**config.mk**
```make
export PLATFORM = sky130hd
export DESIGN_NAME = stopwatch_ctrl
export DESIGN_NICKNAME = d
export VERILOG_FILES = /design/src/rtl/stopwatch_pkg.sv /design/src/rtl/stopwatch_ctrl_btn_pulse.sv /design/src/rtl/stopwatch_ctrl.sv
export SDC_FILE = /design/constraint.sdc
export NUM_CORES = 1
export LEC_CHECK = 0
export ABC_AREA = 1
export BUFFER_PORTS_ARGS = -buffer_cell sky130_fd_sc_hd__clkbuf_2
export CORE_AREA = 10 10 78 80
export DETAILED_ROUTE_END_ITERATION = 6
export DIE_AREA = 0 0 88 90
export GPL_ROUTABILITY_DRIVEN = 0
export PLACE_DENSITY_LB_ADDON = 0.2
export SYNTH_ARGS = -nofsm -noshare
export SYNTH_HDL_FRONTEND = slang
export SYNTH_HIERARCHICAL = 1
export SYNTH_SLANG_ARGS = --single-unit
```
**constraint.sdc**
```tcl
create_clock -name CLK -period 1.2 [get_ports CLK]
set_input_delay 0 -clock CLK [delete_from_list [all_inputs] [get_ports CLK]]
set_output_delay 0 -clock CLK [all_outputs]
set_load 0.02 [all_outputs]
```
**src/rtl/stopwatch_pkg.sv**
```systemverilog
// rtl/stopwatch_pkg.sv - state encoding and shared constants for the stopwatch controller
package stopwatch_pkg;

   typedef enum logic [1:0] {
      ST_IDLE     = 2'd0,
      ST_RUN      = 2'd1,
      ST_PAUSED   = 2'd2,
      ST_LAP_HOLD = 2'd3
   } state_t;

   localparam int DEF_TICK_DIV = 100000;

   // The prescaler advances and ticks are issued only in these two states
   function automatic logic is_counting(input state_t s);
      return (s == ST_RUN) || (s == ST_LAP_HOLD);
   endfunction

endpackage

```
**src/rtl/stopwatch_ctrl_btn_pulse.sv**
```systemverilog
// rtl/stopwatch_ctrl_btn_pulse.sv - button synchroniser, optional debouncer (STOPWATCH_CTRL_DEBOUNCE_EN), rising-edge pulse
module btn_pulse #(
   parameter int DEB_CYCLES = 16
) (
   input  logic CLK,
   input  logic CLR,
   input  logic raw,
   output logic level,
   output logic press
);

   logic sync_a;
   logic prev;

`ifdef STOPWATCH_CTRL_DEBOUNCE_EN
   localparam int CW = $clog2(DEB_CYCLES + 1);

   logic          sync_b;
   logic [CW-1:0] deb_cnt;

   // Two-flop synchroniser, then accept a new level only after DEB_CYCLES agreeing samples
   always_ff @(posedge CLK) begin
      if (CLR) begin
         sync_a  <= 1'b0;
         sync_b  <= 1'b0;
         level   <= 1'b0;
         deb_cnt <= '0;
      end else begin
         sync_a <= raw;
         sync_b <= sync_a;
         if (sync_b == level) begin
            deb_cnt <= '0;
         end else if (deb_cnt == CW'(DEB_CYCLES - 1)) begin
            level   <= sync_b;
            deb_cnt <= '0;
         end else begin
            deb_cnt <= deb_cnt + 1'b1;
         end
      end
   end
`else
   // Two-flop synchroniser; the second flop doubles as the level register
   always_ff @(posedge CLK) begin
      if (CLR) begin
         sync_a <= 1'b0;
         level  <= 1'b0;
      end else begin
         sync_a <= raw;
         level  <= sync_a;
      end
   end
`endif

   // Previous level, so a held button yields a single press
   always_ff @(posedge CLK) begin
      if (CLR) begin
         prev <= 1'b0;
      end else begin
         prev <= level;
      end
   end

   assign press = level & ~prev;

endmodule

```
**src/rtl/stopwatch_ctrl.sv**
```systemverilog
// rtl/stopwatch_ctrl.sv - stopwatch control FSM, prescaler and tick generation (STOPWATCH_CTRL_DEBOUNCE_EN adds button debouncing)
module stopwatch_ctrl
   import stopwatch_pkg::*;
#(
   parameter int TICK_DIV   = DEF_TICK_DIV,
   parameter int DEB_CYCLES = 16
) (
   input  logic       CLK,
   input  logic       CLR,
   input  logic       START_STOP,
   input  logic       LAP,
   input  logic       CLEAR_BTN,
   output logic       tick_en,
   output logic       cnt_clr,
   output logic       disp_hold,
   output logic       running,
   output logic [1:0] state
);

   localparam int PW = $clog2(TICK_DIV);

   state_t        state_q;
   logic [PW-1:0] presc;
   logic [PW-1:0] presc_next;
   logic          at_wrap;
   logic          ss_p;
   logic          lap_p;
   logic          clr_p;
   logic          sel_clr;
   logic          sel_ss;
   logic          sel_lap;

   btn_pulse #(.DEB_CYCLES(DEB_CYCLES)) u_ss (
      .CLK(CLK), .CLR(CLR), .raw(START_STOP), .level(), .press(ss_p)
   );

   btn_pulse #(.DEB_CYCLES(DEB_CYCLES)) u_lap (
      .CLK(CLK), .CLR(CLR), .raw(LAP), .level(), .press(lap_p)
   );

   btn_pulse #(.DEB_CYCLES(DEB_CYCLES)) u_clr (
      .CLK(CLK), .CLR(CLR), .raw(CLEAR_BTN), .level(), .press(clr_p)
   );

   // Only the highest-priority press of a cycle is offered to the FSM
   assign sel_clr = clr_p;
   assign sel_ss  = ss_p & ~clr_p;
   assign sel_lap = lap_p & ~ss_p & ~clr_p;

   assign at_wrap    = (presc == PW'(TICK_DIV - 1));
   assign presc_next = at_wrap ? '0 : presc + 1'b1;
   assign tick_en    = at_wrap & is_counting(state_q);
   assign state      = state_q;

   // Control FSM with registered outputs and the tick prescaler
   always_ff @(posedge CLK) begin
      if (CLR) begin
         state_q   <= ST_IDLE;
         presc     <= '0;
         cnt_clr   <= 1'b1;
         disp_hold <= 1'b0;
         running   <= 1'b0;
      end else begin
         cnt_clr <= 1'b0;
         case (state_q)
            ST_IDLE: begin
               presc <= '0;
               if (sel_clr) begin
                  cnt_clr <= 1'b1;
               end else if (sel_ss) begin
                  state_q <= ST_RUN;
                  running <= 1'b1;
               end
            end
            ST_RUN: begin
               presc <= presc_next;
               if (sel_ss) begin
                  state_q <= ST_PAUSED;
                  running <= 1'b0;
               end else if (sel_lap) begin
                  state_q   <= ST_LAP_HOLD;
                  disp_hold <= 1'b1;
               end
            end
            ST_LAP_HOLD: begin
               presc <= presc_next;
               if (sel_ss) begin
                  state_q   <= ST_PAUSED;
                  running   <= 1'b0;
                  disp_hold <= 1'b0;
               end else if (sel_lap) begin
                  state_q   <= ST_RUN;
                  disp_hold <= 1'b0;
               end
            end
            ST_PAUSED: begin
               // Prescaler holds so the partial tick survives a pause
               if (sel_clr) begin
                  state_q <= ST_IDLE;
                  presc   <= '0;
                  cnt_clr <= 1'b1;
               end else if (sel_ss) begin
                  state_q <= ST_RUN;
                  running <= 1'b1;
               end
            end
            default: begin
               state_q   <= ST_IDLE;
               presc     <= '0;
               disp_hold <= 1'b0;
               running   <= 1'b0;
            end
         endcase
      end
   end

endmodule
```
==> results of run 1 <==
## placed cells by master, fill, tap and decap left out, types with 2 or more instances in the layout
master / instances
buf_4: 29
clkinvlp_4: 2
nand2_2: 8
o21ai_0: 6
clkbuf_8: 6
nand2_4: 5
o21bai_1: 3
nand3_1: 12
dfxtp_1: 21
dfxtp_2: 10
nor2_4: 7
a21oi_2: 5
nand3_2: 5
inv_1: 27
a21oi_1: 15
inv_2: 4
nand4_1: 5
nor2_1: 25
o21ai_1: 3
nor2_2: 5
nand2_1: 49
buf_6: 6
clkbuf_2: 8
dlygate4sd3_1: 6
## power breakdown
part / switching, W / total, W / internal, W / leakage, nW
combinational: 0.0000991 / 0.000174 / 0.0000747 / 0.625
sequential: 0.0000111 / 0.00106 / 0.00105 / 0.257
clock: 0.000442 / 0.000845 / 0.000403 / 0.0402
total: 0.000552 / 0.00208 / 0.00153 / 0.922
## state kept, by name, indices dropped and copies added, names as in the netlist
| name | cells |
|---|---|
| u_lap/level | 1 |
| state | 2 |
| u_clr/prev | 1 |
| u_clr/sync_a | 1 |
| u_lap/sync_a | 1 |
| u_clr/level | 1 |
| u_ss/sync_a | 1 |
| presc | 17 |
| u_lap/prev | 1 |
| u_ss/prev | 1 |
| cnt_clr | 1 |
| u_ss/level | 1 |
| running | 1 |
| disp_hold | 1 |
## worst max-delay path: cells and delay by family, from the launching register on
kind,cells,cell delay [ps]
adder cells (fa/ha/maj),1,150
buffers and inverters,2,270
flip-flops,1,350
AND/OR/NAND/NOR,4,370
## path summary, 6_finish.rpt
path | slack (ps) | endpoint | cells past startpoint | from
worst max-delay path | -230 | tick_en | 7 | presc[0]
worst min-delay path | 400 | u_ss/level | 2 | u_ss/sync_a
worst max register to register | -230 | presc[3] | 10 | presc[0]
worst min register to register | 400 | u_ss/level | 2 | u_ss/sync_a
## cell usage after synthesis, drive strengths merged
library cell   n
o211ai         1
a211oi         1
nand2         62
a21oi         20
buf            2
nor2          37
nand3         17
nor3           3
o21bai         3
xor2           1
nand4          5
o21ai         11
dfxtp         31
clkbuf         2
inv           32
ha             1
and3           1
## cells by family (layout without fill, tap and decap cells)
group                    Yosys count  in the layout  share of synthesized area, %
adder cells (fa/ha/maj)            1              1                         0.819
flip-flops                        31             31                          40.6
AO/OA/AOI/OAI                     36             36                          12.6
buffers and inverters             36             92                          9.01
XOR/XNOR                           1              1                         0.573
AND/OR/NAND/NOR                  125            125                          36.4
## area by class of cell
cell class | instances | area (sq um)
sequential | 31 | 633
multi-input combinational | 163 | 938
inverter | 32 | 123
clock buffer | 5 | 68.8
timing repair buffer | 52 | 427
clock inverter | 3 | 20.0
tap | 54 | 67.6
fill | 448 | 2320
## metal layers
layer	GRT usage (%)	vias up	share of wire [%]
met3	3.70	7	3.3
met5	0	-	0
li1	-	841	-
met2	15.5	13	47
met1	12.8	728	48
met4	4.39	0	1.7
## stage by stage
stage	worst slack [ps]	hold slack [ps]	cell area (sq um)	power, W	std cells
3_5_place_dp	-113	197	1880	0.00122	319
3_3_place_gp	-102	194	1880	0.00122	319
4_1_cts	-274	405	2130	0.00209	336
2_1_floorplan	-1.09	71.2	1550	0.00116	230
6_report	-233	403	2280	0.00208	340
5_1_grt	-295	414	2280	0.00216	340
## repair_timing
item	CTS	global route
endpoints found under the setup margin	19	22
hold buffers	6	0
pin swaps	5	15
gates resized for setup	21	42
buffers inserted	3	4
endpoints found under the hold margin	7	0
==> qor.csv, run 1 <==
stage;metric;value;unit
flow_run;maxCapViolations;0;
clocking;clkLatencyLatePin;290;ps
sta;worst_pin_slew;245;ps
setup_path;slowest_stage;dfxtp_2;
clocking;clockRootBuffer;clkbuf_8;
setup_path;cp.required;1200;ps
die;die_w;88;um
routing;drc_errors;0;
logic_synthesis;ys_ff_latch;31;
setup_path;critical_path_arrival;1430;ps
sta;rsz0062_at_grt;true;
routing;totalWireLength;4070;um
sta;clock.fmax;698;MHz
routing;drt-wirelength-per-cell;12.0;um
routing;first_pass_iters;4;
die;num_rows;25;
logic_synthesis;syn_area;1530;sq um
global_route;overflow;0;
logic_synthesis;yosysWarnings;6;
clocking;cts_num_sinks;31;
sta;timing.final.ws_setup;-233;ps
logic_synthesis;seq_area_frac_synth;40.6;%
logic_synthesis;synthesis.nets;236;
setup_path;crit_type;register to output pin;
sta;fin_skew;5.94;ps
global_route;grt_pass1_vias;1404;
setup_path;slowest_delay;350;ps
sta;period_needed;1430;ps
placement;dp.final_hpwl;2770;um
routing;dr_total_vias;1589;
sta;slew_headroom;83.6;%
setup_path;path_max_fanout;3;
final_layout;fin_nets;291;
final_layout;utilization;49.5;%
die;initial_core_util;33.2;%
logic_synthesis;synth_cells;230;
sta;tns;-2370;ps
clocking;cts_buffer_depth;2;
outcome;violations;negative setup slack;
logic_synthesis;yosysUniqueCellTypes;24;
hold_path;hp-class;register to register;
pwr;vdd_drop_max;0.000732;V
routing;drt_iter0_markers;74;
routing;viasPerCell;4.67;
sta;drv_slew;0;
logic_synthesis;avgSynthCellArea;6.64;sq um
pwr;p_per_area;914;nW/um^2
global_route;grtUsageTotal;10.3;%
sta;finalHoldViolCount;0;
setup_path;start_kind;register;
logic_synthesis;synth_largest_area_cell;dfxtp_1;
clocking;h-tree-depth;2;
clocking;path_clk_slew;70;ps
routing;ant_nets;0;
sta;min_period_over_period;119;%
setup_path;crit_path_cell_trace;ha_4, nand2_4, nor2_4, buf_6, nand3_2, nor2_2, clkbuf_8;
die;fp.dieH;90;um
die;io-pin-count;11;
final_layout;drive_above_1_share;38.5;%
setup_path;crit_path_end_kind;output pin;
sta;setup_viol;16;
clocking;cts_tree;yes;
logic_synthesis;synth.area.top_cells;dfxtp_1 (41%), nand2_1 (14%), nor2_1 (8.4%);
pwr;p_leak;0.922;nW
logic_synthesis;yosysTopAreaCellShare;40.6;%
global_route;antenna_found_initial;0;
global_route;grt_pass1_wl;6620;um
outcome;outcome;finished with violations;
clocking;cts_buffers;5;
placement;portBuffers;10;
final_layout;num_antenna_cells;0;
final_layout;area_growth;49.1;%
die;die_area;7920;sq um
die;fp.coreArea;4600;sq um
global_route;grt_max_degree;18;
Power figures use the tool's default switching activity.
==> inputs of run 2 (changes only) <==
--- a/config.mk
+++ b/config.mk
@@ -7,9 +7,9 @@
 export LEC_CHECK = 0
 export ABC_AREA = 1
 export BUFFER_PORTS_ARGS = -buffer_cell sky130_fd_sc_hd__clkbuf_2
-export CORE_AREA = 10 10 78 80
+export CORE_AREA = 5 5 73 75
 export DETAILED_ROUTE_END_ITERATION = 6
-export DIE_AREA = 0 0 88 90
+export DIE_AREA = 0 0 78 80
 export GPL_ROUTABILITY_DRIVEN = 0
 export PLACE_DENSITY_LB_ADDON = 0.2
 export SYNTH_ARGS = -nofsm -noshare
==> run 2 against run 1 <==
The flow still finishes with violations (negative setup slack). Critical path depth increased by 3. Final cell count decreased by 0.88%. Utilization increased by 1.5 points. Critical path type is now register to register.
==> qor.csv, run 2 (synthesized netlist as in run 1, its figures left out) <==
stage;metric;value;unit
final_layout;layout_common_cells;nand2_1 (45), buf_4 (29), inv_1 (27), nor2_1 (25), dfxtp_1 (19);
sta;finalHoldViolCount;0;
routing;drc_errors;0;
final_layout;num_antenna_cells;0;
die;io-pin-count;11;
routing;viasPerCell;4.67;
die;fp.coreArea;4600;sq um
setup_path;crit_path_cell_trace;ha_4, nand2_4, nor2_4, buf_6, nand2_4, nor2_4, nor2_4, buf_6, o21ai_2, a21oi_1;
hold_path;hp-class;input port to register;
placement;portBuffers;10;
setup_path;crit_top_cell;nor2_4;
outcome;violations;negative setup slack;
global_route;grt_pass1_wl;6480;um
sta;setup_viol;14;
sta;min_period_over_period;117;%
setup_path;slowest_delay;360;ps
routing;first_pass_iters;4;
final_layout;utilization;51.0;%
final_layout;final_common_cell;nand2_1;
sta;slew_headroom;81.4;%
routing;ant_nets;0;
sta;period_needed;1400;ps
final_layout;registers.top_by_ff_count;presc;
die;die_area;6240;sq um
final_layout;area_growth;53.6;%
clocking;cts_num_sinks;31;
routing;drt-wirelength-per-cell;11.7;um
die;die_w;78;um
flow_run;maxCapViolations;0;
sta;fin_skew;2.27;ps
routing;drt_iter0_markers;63;
final_layout;stdcell_count;337;
sta;rsz0062_at_grt;true;
global_route;grt_max_degree;14;
sta;worst_pin_slew;279;ps
clocking;clkLatencyLatePin;280;ps
clocking;cts_buffer_depth;2;
final_layout;drive_above_1_share;43.8;%
clocking;h-tree-depth;2;
setup_path;crit_type;register to register;
clocking;cts_tree;yes;
setup_path;path_max_fanout;4;
sta;tns;-2180;ps
placement;dp.final_hpwl;2700;um
pwr;vdd_drop_max;0.000622;V
routing;totalWireLength;3960;um
final_layout;largest_reg_flops;17;
setup_path;crit_path_end_kind;register;
clocking;path_clk_slew;70;ps
sta;clock.fmax;712;MHz
final_layout;fin_nets;288;
pwr;p_leak;0.932;nW
outcome;outcome;finished with violations;
global_route;grt_pass1_vias;1479;
die;initial_core_util;33.2;%
die;fp.dieH;80;um
final_layout;fill_cells;447;
die;num_rows;25;
setup_path;start_kind;register;
global_route;grtUsageTotal;12.9;%
routing;dr_total_vias;1575;
setup_path;critical_path_arrival;1580;ps
sta;drv_slew;0;
placement;dp_cells;318;
pwr;p_per_area;873;nW/um^2
global_route;overflow;0;
clocking;clockRootBuffer;clkbuf_8;
sta;hold_ws;47.8;ps
global_route;antenna_found_initial;0;
sta;timing.final.ws_setup;-204;ps
clocking;cts_buffers;5;
setup_path;slowest_stage;dfxtp_2;
setup_path;cp.required;1370;ps
run 2: cell count changes in the layout (fill, tap and decap cells not counted), sizes merged:
cell,before,now
dlygate4sd3,6,3
run 2: cell type report:
class | count | area (sq um) | area share (%)
multi-input cells | 163 | 1010 | 43.0
clock buffers | 5 | 68.8 | 2.93
clock inverters | 3 | 20.0 | 0.853
repair buffers | 49 | 412 | 17.5
well taps | 54 | 67.6 | 2.88
flip-flops and latches | 31 | 643 | 27.4
inverters | 32 | 125 | 5.33
run 2: worst paths after layout:
kind	from	end	slack [ps]	depth (start not counted)
max	presc[0]	presc[3]	-200	10
min	CLR	presc[1]	50	2
max reg2reg	presc[0]	presc[3]	-200	10
min reg2reg	u_ss/sync_a	u_ss/level	400	2
run 2: through the flow:
step	setup WS [ps]	total power, W	cell area (sq um)
6_report	-204	0.00205	2350
4_1_cts	-274	0.00208	2110
3_5_place_dp	-126	0.00122	1870
3_3_place_gp	-107	0.00122	1870
2_1_floorplan	-1.09	0.00116	1550
5_1_grt	-272	0.00214	2350
run 2: critical path: cells and delay by family, from the launching register on:
family,cells,cell delay [ps]
and+or+nand+nor,5,400
DFF,1,360
buffers and inverters,2,270
adders and majority gates,1,150
AOI/OAI and AO/OA,2,120
run 2: metal layers:
metal | up-vias | GRT usage, % | wire, um
li1 | 833 | - | -
met1 | 720 | 16.0 | 1890
met2 | 17 | 21.5 | 1910
met3 | 5 | 3.05 | 106
met4 | 0 | 5.24 | 51
met5 | - | 0 | 0
run 2: report_power, final:
part / switching, W / internal [W]
combinational: 0.0000990 / 0.0000684
sequential: 0.0000110 / 0.00104
clock: 0.000422 / 0.000403
total: 0.000532 / 0.00152
run 2: timing repair:
action / CTS / global route
cloned: 0 / 0
setup endpoints to repair: 18 / 20
pin swaps: 4 / 12
buffers inserted: 4 / 4
endpoints found under the hold margin: 3 / 0
hold buffers: 3 / 0
gates resized for setup: 22 / 56
